## config.mk

```make
export PLATFORM = sky130hd
export DESIGN_NAME = multi_queue_fifo
export DESIGN_NICKNAME = d
export VERILOG_FILES = /design/src/rtl/multi_queue_fifo.sv
export SDC_FILE = /design/constraint.sdc
export NUM_CORES = 2
export LEC_CHECK = 0
export ABC_CLOCK_PERIOD_IN_PS = 10800
export BUFFER_PORTS_ARGS = -buffer_cell sky130_fd_sc_hd__buf_4
export CELL_PAD_IN_SITES_DETAIL_PLACEMENT = 0
export CELL_PAD_IN_SITES_GLOBAL_PLACEMENT = 2
export CORE_ASPECT_RATIO = 0.9
export CORE_MARGIN = 10
export CORE_UTILIZATION = 43
export CTS_BUF_LIST = sky130_fd_sc_hd__clkbuf_8 sky130_fd_sc_hd__clkbuf_16
export CTS_CLUSTER_DIAMETER = 80
export DETAILED_ROUTE_END_ITERATION = 16
export PLACE_DENSITY_LB_ADDON = 0.1
export SETUP_SLACK_MARGIN = 0.15
export SYNTH_ARGS = -nofsm -noshare
export SYNTH_HDL_FRONTEND = slang
export SYNTH_SLANG_ARGS = --single-unit
```

## constraint.sdc

```tcl
create_clock -name clk -period 10.8 [get_ports clk]
set_input_delay 0 -clock clk [delete_from_list [all_inputs] [get_ports clk]]
set_output_delay 0 -clock clk [all_outputs]
set_load 0.01 [all_outputs]
```

## src/rtl/multi_queue_fifo.sv

```systemverilog
// -----------------------------------------------------------------------------
// multi_queue_fifo
//
// Multi-lane circular instruction queue between fetch and decode. Each cycle
// it accepts up to CHANNEL contiguous entries from the push vector, starting
// at a lane offset. It retires up to pop_num entries from the head. The oldest
// CHANNEL entries are always presented combinationally, with a valid mask.
//
// Ports:
//   clk          rising-edge clock
//   rst_n        synchronous active-low reset (priority over flush)
//   flush        empties the queue next cycle (overrides push, pop, stall)
//   stall        when 1, no entries are retired
//   full         fewer than CHANNEL free entries (advisory)
//   empty        queue holds zero entries
//   data_push    CHANNEL push lanes, lane i = data_push[i*DATA_WIDTH +: DATA_WIDTH]
//   push_num     number of entries to push (0..CHANNEL)
//   push_offset  first push lane to take
//   data_pop     lane i = i-th oldest entry
//   pop_valid    bit i set iff the queue holds more than i entries
//   pop_num      number of head entries to retire
// -----------------------------------------------------------------------------
module multi_queue_fifo #(
   parameter int DATA_WIDTH = 32,
   parameter int DEPTH      = 4,
   parameter int CHANNEL    = 4
) (
   input  logic                            clk,
   input  logic                            rst_n,
   input  logic                            flush,
   input  logic                            stall,
   output logic                            full,
   output logic                            empty,
   input  logic [CHANNEL*DATA_WIDTH-1:0]   data_push,
   input  logic [$clog2(CHANNEL+1)-1:0]    push_num,
   input  logic [$clog2(CHANNEL):0]        push_offset,
   output logic [CHANNEL*DATA_WIDTH-1:0]   data_pop,
   output logic [CHANNEL-1:0]              pop_valid,
   input  logic [$clog2(CHANNEL+1)-1:0]    pop_num
);

   localparam int CAP   = DEPTH * CHANNEL;
   localparam int PTR_W = $clog2(CAP);
   localparam int CNT_W = $clog2(CAP + 1);

   // Pointers are plain PTR_W-bit counters; because CAP is a power of two
   // their natural wrap is exactly the modulo-CAP behaviour we need.
   logic [DATA_WIDTH-1:0] r_mem [CAP];
   logic [PTR_W-1:0]      r_head;
   logic [PTR_W-1:0]      r_tail;
   logic [CNT_W-1:0]      r_count;

   logic [CNT_W-1:0]      w_eff_pop;
   logic [CNT_W-1:0]      w_eff_push;
   logic [CNT_W-1:0]      w_lane_room;
   logic [CNT_W-1:0]      w_space;
   logic [DATA_WIDTH-1:0] w_push_lane [CHANNEL];
   logic [DATA_WIDTH-1:0] w_wr_data   [CHANNEL];
   logic [PTR_W-1:0]      w_wr_addr   [CHANNEL];
   logic [CHANNEL-1:0]    w_wr_en;

   // ------------------------------------------------------------------------
   // Effective pop / push amounts
   // ------------------------------------------------------------------------
   always_comb begin
      // NOTE: every comb output gets a default first so no path leaves it
      // unassigned, which would otherwise infer a latch.
      w_eff_pop   = '0;
      w_eff_push  = '0;
      w_lane_room = '0;
      w_space     = '0;

      if (!flush && !stall) begin
         w_eff_pop = (CNT_W'(pop_num) < r_count) ? CNT_W'(pop_num) : r_count;
      end

      // Lanes past the end of the push vector are never taken, so an offset
      // at or beyond CHANNEL pushes nothing.
      if (int'(push_offset) < CHANNEL) begin
         w_lane_room = CNT_W'(CHANNEL - int'(push_offset));
      end

      // Space freed by this cycle's pop is usable by this cycle's push.
      w_space = CNT_W'(CAP) - r_count + w_eff_pop;

      if (!flush) begin
         w_eff_push = CNT_W'(push_num);
         if (w_lane_room < w_eff_push) w_eff_push = w_lane_room;
         if (w_space < w_eff_push)     w_eff_push = w_space;
      end
   end

   // ------------------------------------------------------------------------
   // Push lane steering: write slot k takes lane push_offset+k
   // ------------------------------------------------------------------------
   always_comb begin
      for (int j = 0; j < CHANNEL; j++) begin
         w_push_lane[j] = data_push[j*DATA_WIDTH +: DATA_WIDTH];
      end
      for (int k = 0; k < CHANNEL; k++) begin
         w_wr_data[k] = '0;
         for (int j = 0; j < CHANNEL; j++) begin
            if (int'(push_offset) + k == j) w_wr_data[k] = w_push_lane[j];
         end
         w_wr_addr[k] = r_tail + PTR_W'(k);
         // Only slots within eff_push are written, so dropped overflow never
         // overwrites live entries at the head.
         w_wr_en[k]   = rst_n && (CNT_W'(k) < w_eff_push);
      end
   end

   // ------------------------------------------------------------------------
   // Control state
   // ------------------------------------------------------------------------
   always_ff @(posedge clk) begin
      // NOTE: sequential state uses non-blocking assignments so every flop
      // samples the pre-edge values, independent of statement order.
      if (!rst_n) begin
         r_head  <= '0;
         r_tail  <= '0;
         r_count <= '0;
      end else if (flush) begin
         r_head  <= '0;
         r_tail  <= '0;
         r_count <= '0;
      end else begin
         r_head  <= r_head + PTR_W'(w_eff_pop);
         r_tail  <= r_tail + PTR_W'(w_eff_push);
         r_count <= r_count + w_eff_push - w_eff_pop;
      end
   end

   // ------------------------------------------------------------------------
   // Entry storage
   // ------------------------------------------------------------------------
   // NOTE: storage is deliberately not reset; entries outside the valid
   // window are don't-care, and leaving them unreset keeps this a plain RAM.
   always_ff @(posedge clk) begin
      for (int k = 0; k < CHANNEL; k++) begin
         if (w_wr_en[k]) r_mem[w_wr_addr[k]] <= w_wr_data[k];
      end
   end

   // ------------------------------------------------------------------------
   // Outputs: zero-latency view of the oldest CHANNEL entries
   // ------------------------------------------------------------------------
   always_comb begin
      for (int i = 0; i < CHANNEL; i++) begin
         data_pop[i*DATA_WIDTH +: DATA_WIDTH] = r_mem[r_head + PTR_W'(i)];
         pop_valid[i] = (r_count > CNT_W'(i));
      end
   end

   assign empty = (r_count == '0);
   assign full  = ((CNT_W'(CAP) - r_count) < CNT_W'(CHANNEL));

endmodule

```

# ---- Word-level counts from Yosys, hierarchy flattened
# Memory sizes are Yosys's and may differ from the RTL's. A register that Yosys moved wholly into a read port is not among the register bits.
# Cells that the tools add are included.
dict set report word_totals {
  register_bits 13
  mem_bits_rw 512
  out_inout_bits 134
  n_memories 1
}
# name words width read_ports rd_ports_with_merged_regs wr line
set memory_table {}
lappend memory_table {r_mem 16 32 4 1 4 48} ;# logic [DATA_WIDTH-1:0] r_mem [CAP];
dict set report classes {
  n_addsub 16
  magnitude_cmp 13
  eq_ne 12
  n_mux 32
  bitwise 1
  n_reduce_logical 13
}
# op count
set op_table {}
lappend op_table {{$mux 32} 16}
lappend op_table {{$logic_not 32->1} 4}
lappend op_table {{$eq 32x2->1 const B} 3}
lappend op_table {{$eq 32x3->1 const B} 3}
lappend op_table {{$mux 5} 7}
lappend op_table {{$add 4x2->4 const B} 4}
lappend op_table {{$eq 4x2->1 const B} 3}
lappend op_table {{$add 5x5->5} 2}
lappend op_table {{$gt 5x1->1 const B} 2}
lappend op_table {{$gt 5x2->1 const B} 2}
lappend op_table {{$lt 1x5->1 const A} 2}
lappend op_table {{$lt 2x5->1 const A} 2}
lappend op_table {{$add 3x2->4 const B} 2}
lappend op_table {{$add 4x1->4 const B} 2}
lappend op_table {{$add 4x4->4} 2}
lappend op_table {{$mux 1} 8}
lappend op_table {{$eq 3x3->1 const B} 2}
lappend op_table {{$logic_and 1x1->1} 5}
lappend op_table {{$logic_not 5->1} 1}
lappend op_table {{$lt 3x5->1} 1}
lappend op_table {{$lt 5x3->1} 1}
lappend op_table {{$lt 5x3->1 const B} 1}
lappend op_table {{$lt 5x5->1} 1}
lappend op_table {{$sub 5x5->5} 1}
lappend op_table {{9 further kinds} 10}

# ---- Longest topological paths before layout
dict set report logic_depth {
  depth_word 12
  ltp_mapped 31
  depth_no_buf 30
}

# ---- Worst setup path before layout
# Ideal clock, no wire load.
dict set report synth_timing {
  kind {reg-to-reg}
  from {register r_count[2]}
  to {memory r_mem[0][0], enable pin}
  arrival_time_ns 8.032
  required_ns 10.267
  setup_slack_ns 2.235
  stages_incl_launch_ff 23
  path_buffers 1
  cell_sequence {dfxtp_1 -> inv_1 -> ha_1 -> nand2_1 -> o21ai_2 -> nand2_1 -> nor2_1 -> a21oi_1 -> nor3_1 -> ha_1 -> inv_1 -> fa_1 -> xor2_1 -> inv_1 -> ha_1 -> o211ai_1 -> or2_2 -> o2111ai_1 -> and2_1 -> buf_2 -> mux2_1 -> and2_1 -> o311ai_0}
}
# item line
set synth_lines {}
lappend synth_lines {{from (decl)} 51} ;# logic [CNT_W-1:0] r_count;
lappend synth_lines {{from (signal assigned)} 129} ;# r_count <= r_count + w_eff_push - w_eff_pop;
lappend synth_lines {{to (decl)} 48}

==> flow_summary.json <==
{
  "synthesis.area_mm2": 0.04856,
  "grt_pass1_wl_um": 343700,
  "hp-class": "in2reg",
  "core_area_mm2": 0.1116,
  "slew_viol_final": 0,
  "drc_errors": 0,
  "overflow": 0,
  "regArea_mm2": 0.01565,
  "fmax_mhz": 130.9,
  "met1Wirelength_um": 93120,
  "dieHeight_um": 338.8,
  "nNetsFinal": 4379,
  "grt_setup_unrepaired": "no",
  "dp_hpwl_um": 150600,
  "n_fill_cell": 9903,
  "die-area_mm2": 0.1268,
  "dieWidth_um": 374.2,
  "area_delta_synth_final_pct": 12.22,
  "place_congestion": 0.9364,
  "critical_path_arrival_ns": 8.01,
  "grt_max_degree": 74,
  "slowest_stage": "a2111o_2",
  "dr_total_vias": 46540,
  "tightest_slew_ns": 1.483,
  "antenna_found_initial": 1,
  "skew_ns": 0.02004,
  "postLayoutCoreUtil_pct": 48.83,
  "first_pass_iters": 6,
  "p_leak_nw": 18.40,
  "cap_viol_max_count": 1,
  "ir_drop_mv": 0.1812,
  "cp_num_buf_inv": 5,
  "ys.flop_type": "edfxtp_1",
  "routed-wl-met3_um": 43310,
  "ant_nets": 0,
  "critical-path-top-delay-family": "compound AO/OA/AOI/OAI gates",
  "slew_headroom_pct": 1.151,
  "finalSetupTns_ns": 0,
  "critical_path_class": "reg2reg",
  "crit_chain": "inv_1 -> ha_1 -> nand2_1 -> o21ai_2 -> nand2_1 -> nor2_1 -> a21oi_1 -> nor3_1 -> ha_1 -> inv_1 -> fa_1 -> xor2_1 -> inv_1 -> ha_1 -> o211ai_1 -> or2_2 -> o2111ai_1 -> and3_1 -> a2111o_2 -> a21boi_4 -> buf_4 -> o211ai_1 -> buf_4",
  "cts_max_level": 2,
  "synthCells": 4292,
  "yosys_warnings": 0,
  "clock_latency_ns": 0.68,
  "clk_path_buf_depth": 3,
  "io-pin-count": 275,
  "status": "finished, violations left",
  "wl_met2_um": 98670,
  "highest_layer": "met5",
  "synth_seq_area_share_pct": 32.19,
  "synth_cell_types": 61,
  "finalSetupViolCount": 0,
  "synth_edf_count": 512,
  "mostFrequentLayoutCells": "mux4_2 (640), nand2_1 (598), edfxtp_1 (512), o211ai_1 (497), o221ai_1 (479)",
  "post-route-period-util_pct": 70.73,
  "endpoint_kind": "flip-flop",
  "hold_viol": 0,
  "cts_sinks": 525,
  "avgSynthCellArea_um2": 11.32,
  "final_common_cell": "mux4_2",
  "pwr_density_cell_mw_per_mm2": 153.4,
  "critPathMaxStageDelay_ns": 0.85,
  "routed_wl_um": 248400,
  "required_ns": 11.17,
  "viasPerCell": 8.147,
  "drive_above_1_share_pct": 32.96,
  "crit_path_start_kind": "flip-flop",
  "ys_seq_elements": 525,
  "drt-initial-drc-count": 8619,
  "grt_usage_pct": 37.45,
  "core.rowCount": 116,
  "clkTransAtPathRegs_ns": 0.06,
  "ys_async_sr_fraction_pct": 0,
  "start_util_pct": 43.51,
  "grt_pass1_vias": 43310,
  "cts_root_buffer": "clkbuf_16",
  "num_antenna_cells": 0,
  "fin_crit_ns": 7.639,
  "wl_per_cell_um": 43.47,
  "postCtsSetupRepairBufs": 0,
  "portBuffers": 274,
  "cts_buffers": 61,
  "violations": "capacitance limit",
  "multi_input_area_mm2": 0.03132,
  "cts_tree": "built",
  "worst-path-max-fanout": 33
}
[cell type report]
cell class	count	share of cell area, %
multi-input cells	3106	57.47
flip-flops and latches	525	28.71
repair buffers	461	6.433
well taps	1475	3.386
clock buffers	62	2.847
clock inverters	49	0.9069
inverters	35	0.2411
[Yosys cell counts (9+ instances only)]
master | instances | area (um2)
xnor2_1 | 12 | 105.1
o2111ai_1 | 12 | 105.1
o22ai_1 | 32 | 200.2
a22oi_1 | 71 | 533.0
clkbuf_1 | 493 | 1851
nand2b_1 | 12 | 75.07
a31o_1 | 29 | 254.0
o21ai_0 | 37 | 185.2
nor2_1 | 143 | 536.8
o21ai_1 | 34 | 170.2
buf_1 | 67 | 251.5
or2_2 | 30 | 187.7
a21oi_1 | 115 | 575.6
edfxtp_1 | 512 | 15370
o211ai_1 | 497 | 3731
a211oi_1 | 33 | 247.7
and2_1 | 9 | 56.30
ha_1 | 41 | 513.0
a221oi_1 | 64 | 560.5
inv_1 | 35 | 131.4
buf_2 | 67 | 335.3
o221ai_1 | 479 | 4195
nor2b_1 | 9 | 56.30
dfxtp_1 | 13 | 260.3
nor3_1 | 77 | 385.4
nand2_1 | 623 | 2338
mux4_2 | 640 | 14410
xor2_1 | 11 | 96.34
[state kept, by name (all words and copies together), names as in the netlist]
register,cells
r_count,5
r_tail,4
r_head,4
r_mem,512
[logic make-up (layout without fill, tap and decap cells)]
logic type                 after synthesis  in the layout  share of synthesized area, %
muxes                                  645            645                         29.79
and+or+nand+nor                        936            936                         7.933
AOI/OAI and AO/OA                     1451           1451                         23.02
buffers and inverters                  662            607                         5.289
DFF                                    525            525                         32.19
other                                    2              3                       0.01546
xor gates and xnor gates                23             23                        0.4148
adders and majority gates               48             48                         1.345
[final timing paths]
check	startpoint	to	slack [ns]	depth (start not counted)
max	r_count[2]	r_mem[7][26]	3.16	23
min	pop_num[1]	r_head[1]	0.02	5
max reg2reg	r_count[2]	r_mem[7][26]	3.16	23
min reg2reg	r_count[4]	r_count[4]	0.79	3
[worst reg2reg max path: cells and delay by family, from the launching register on]
kind / cells / cell delay [ns]
buffers and inverters: 5 / 1.35
flip-flops: 1 / 0.45
AO/OA/AOI/OAI: 7 / 2.35
XOR/XNOR: 1 / 0.32
AND/OR/NAND/NOR: 6 / 1.45
adder cells (fa/ha/maj): 4 / 1.34
[timing repair]
item	in CTS	in global routing
gates resized for setup	0	0
hold buffers	18	0
hold endpoints to repair	170	0
[metrics by stage]
step | total power, W | hold slack, ns | instance area [um2] | setup WS [ns] | cells
after detailed placement | 0.006058 | 0.5990 | 52270 | 3.352 | 5584
final | 0.008360 | 0.02107 | 54500 | 3.161 | 5713
after global placement | 0.006037 | 0.5894 | 52270 | 3.489 | 5584
after global routing | 0.008604 | 0.03274 | 54500 | 2.796 | 5713
after floorplan | 0.004617 | 0.3873 | 48570 | 2.235 | 4293
after CTS | 0.008247 | 0.001555 | 54500 | 3.329 | 5713
[routing by layer]
layer  up-vias  GRT usage, %
met4         2         15.74
li1      18020             -
met5         -        0.4234
met2      4652         50.33
met3       808         17.49
met1     23060         51.14
[report_power, final]
part | switching (W) | internal [W]
Clock | 0.000957 | 0.00127
Combinational | 0.00216 | 0.00131
Sequential | 0.000168 | 0.00249
No activity file was read; power rests on OpenSTA's default activity.
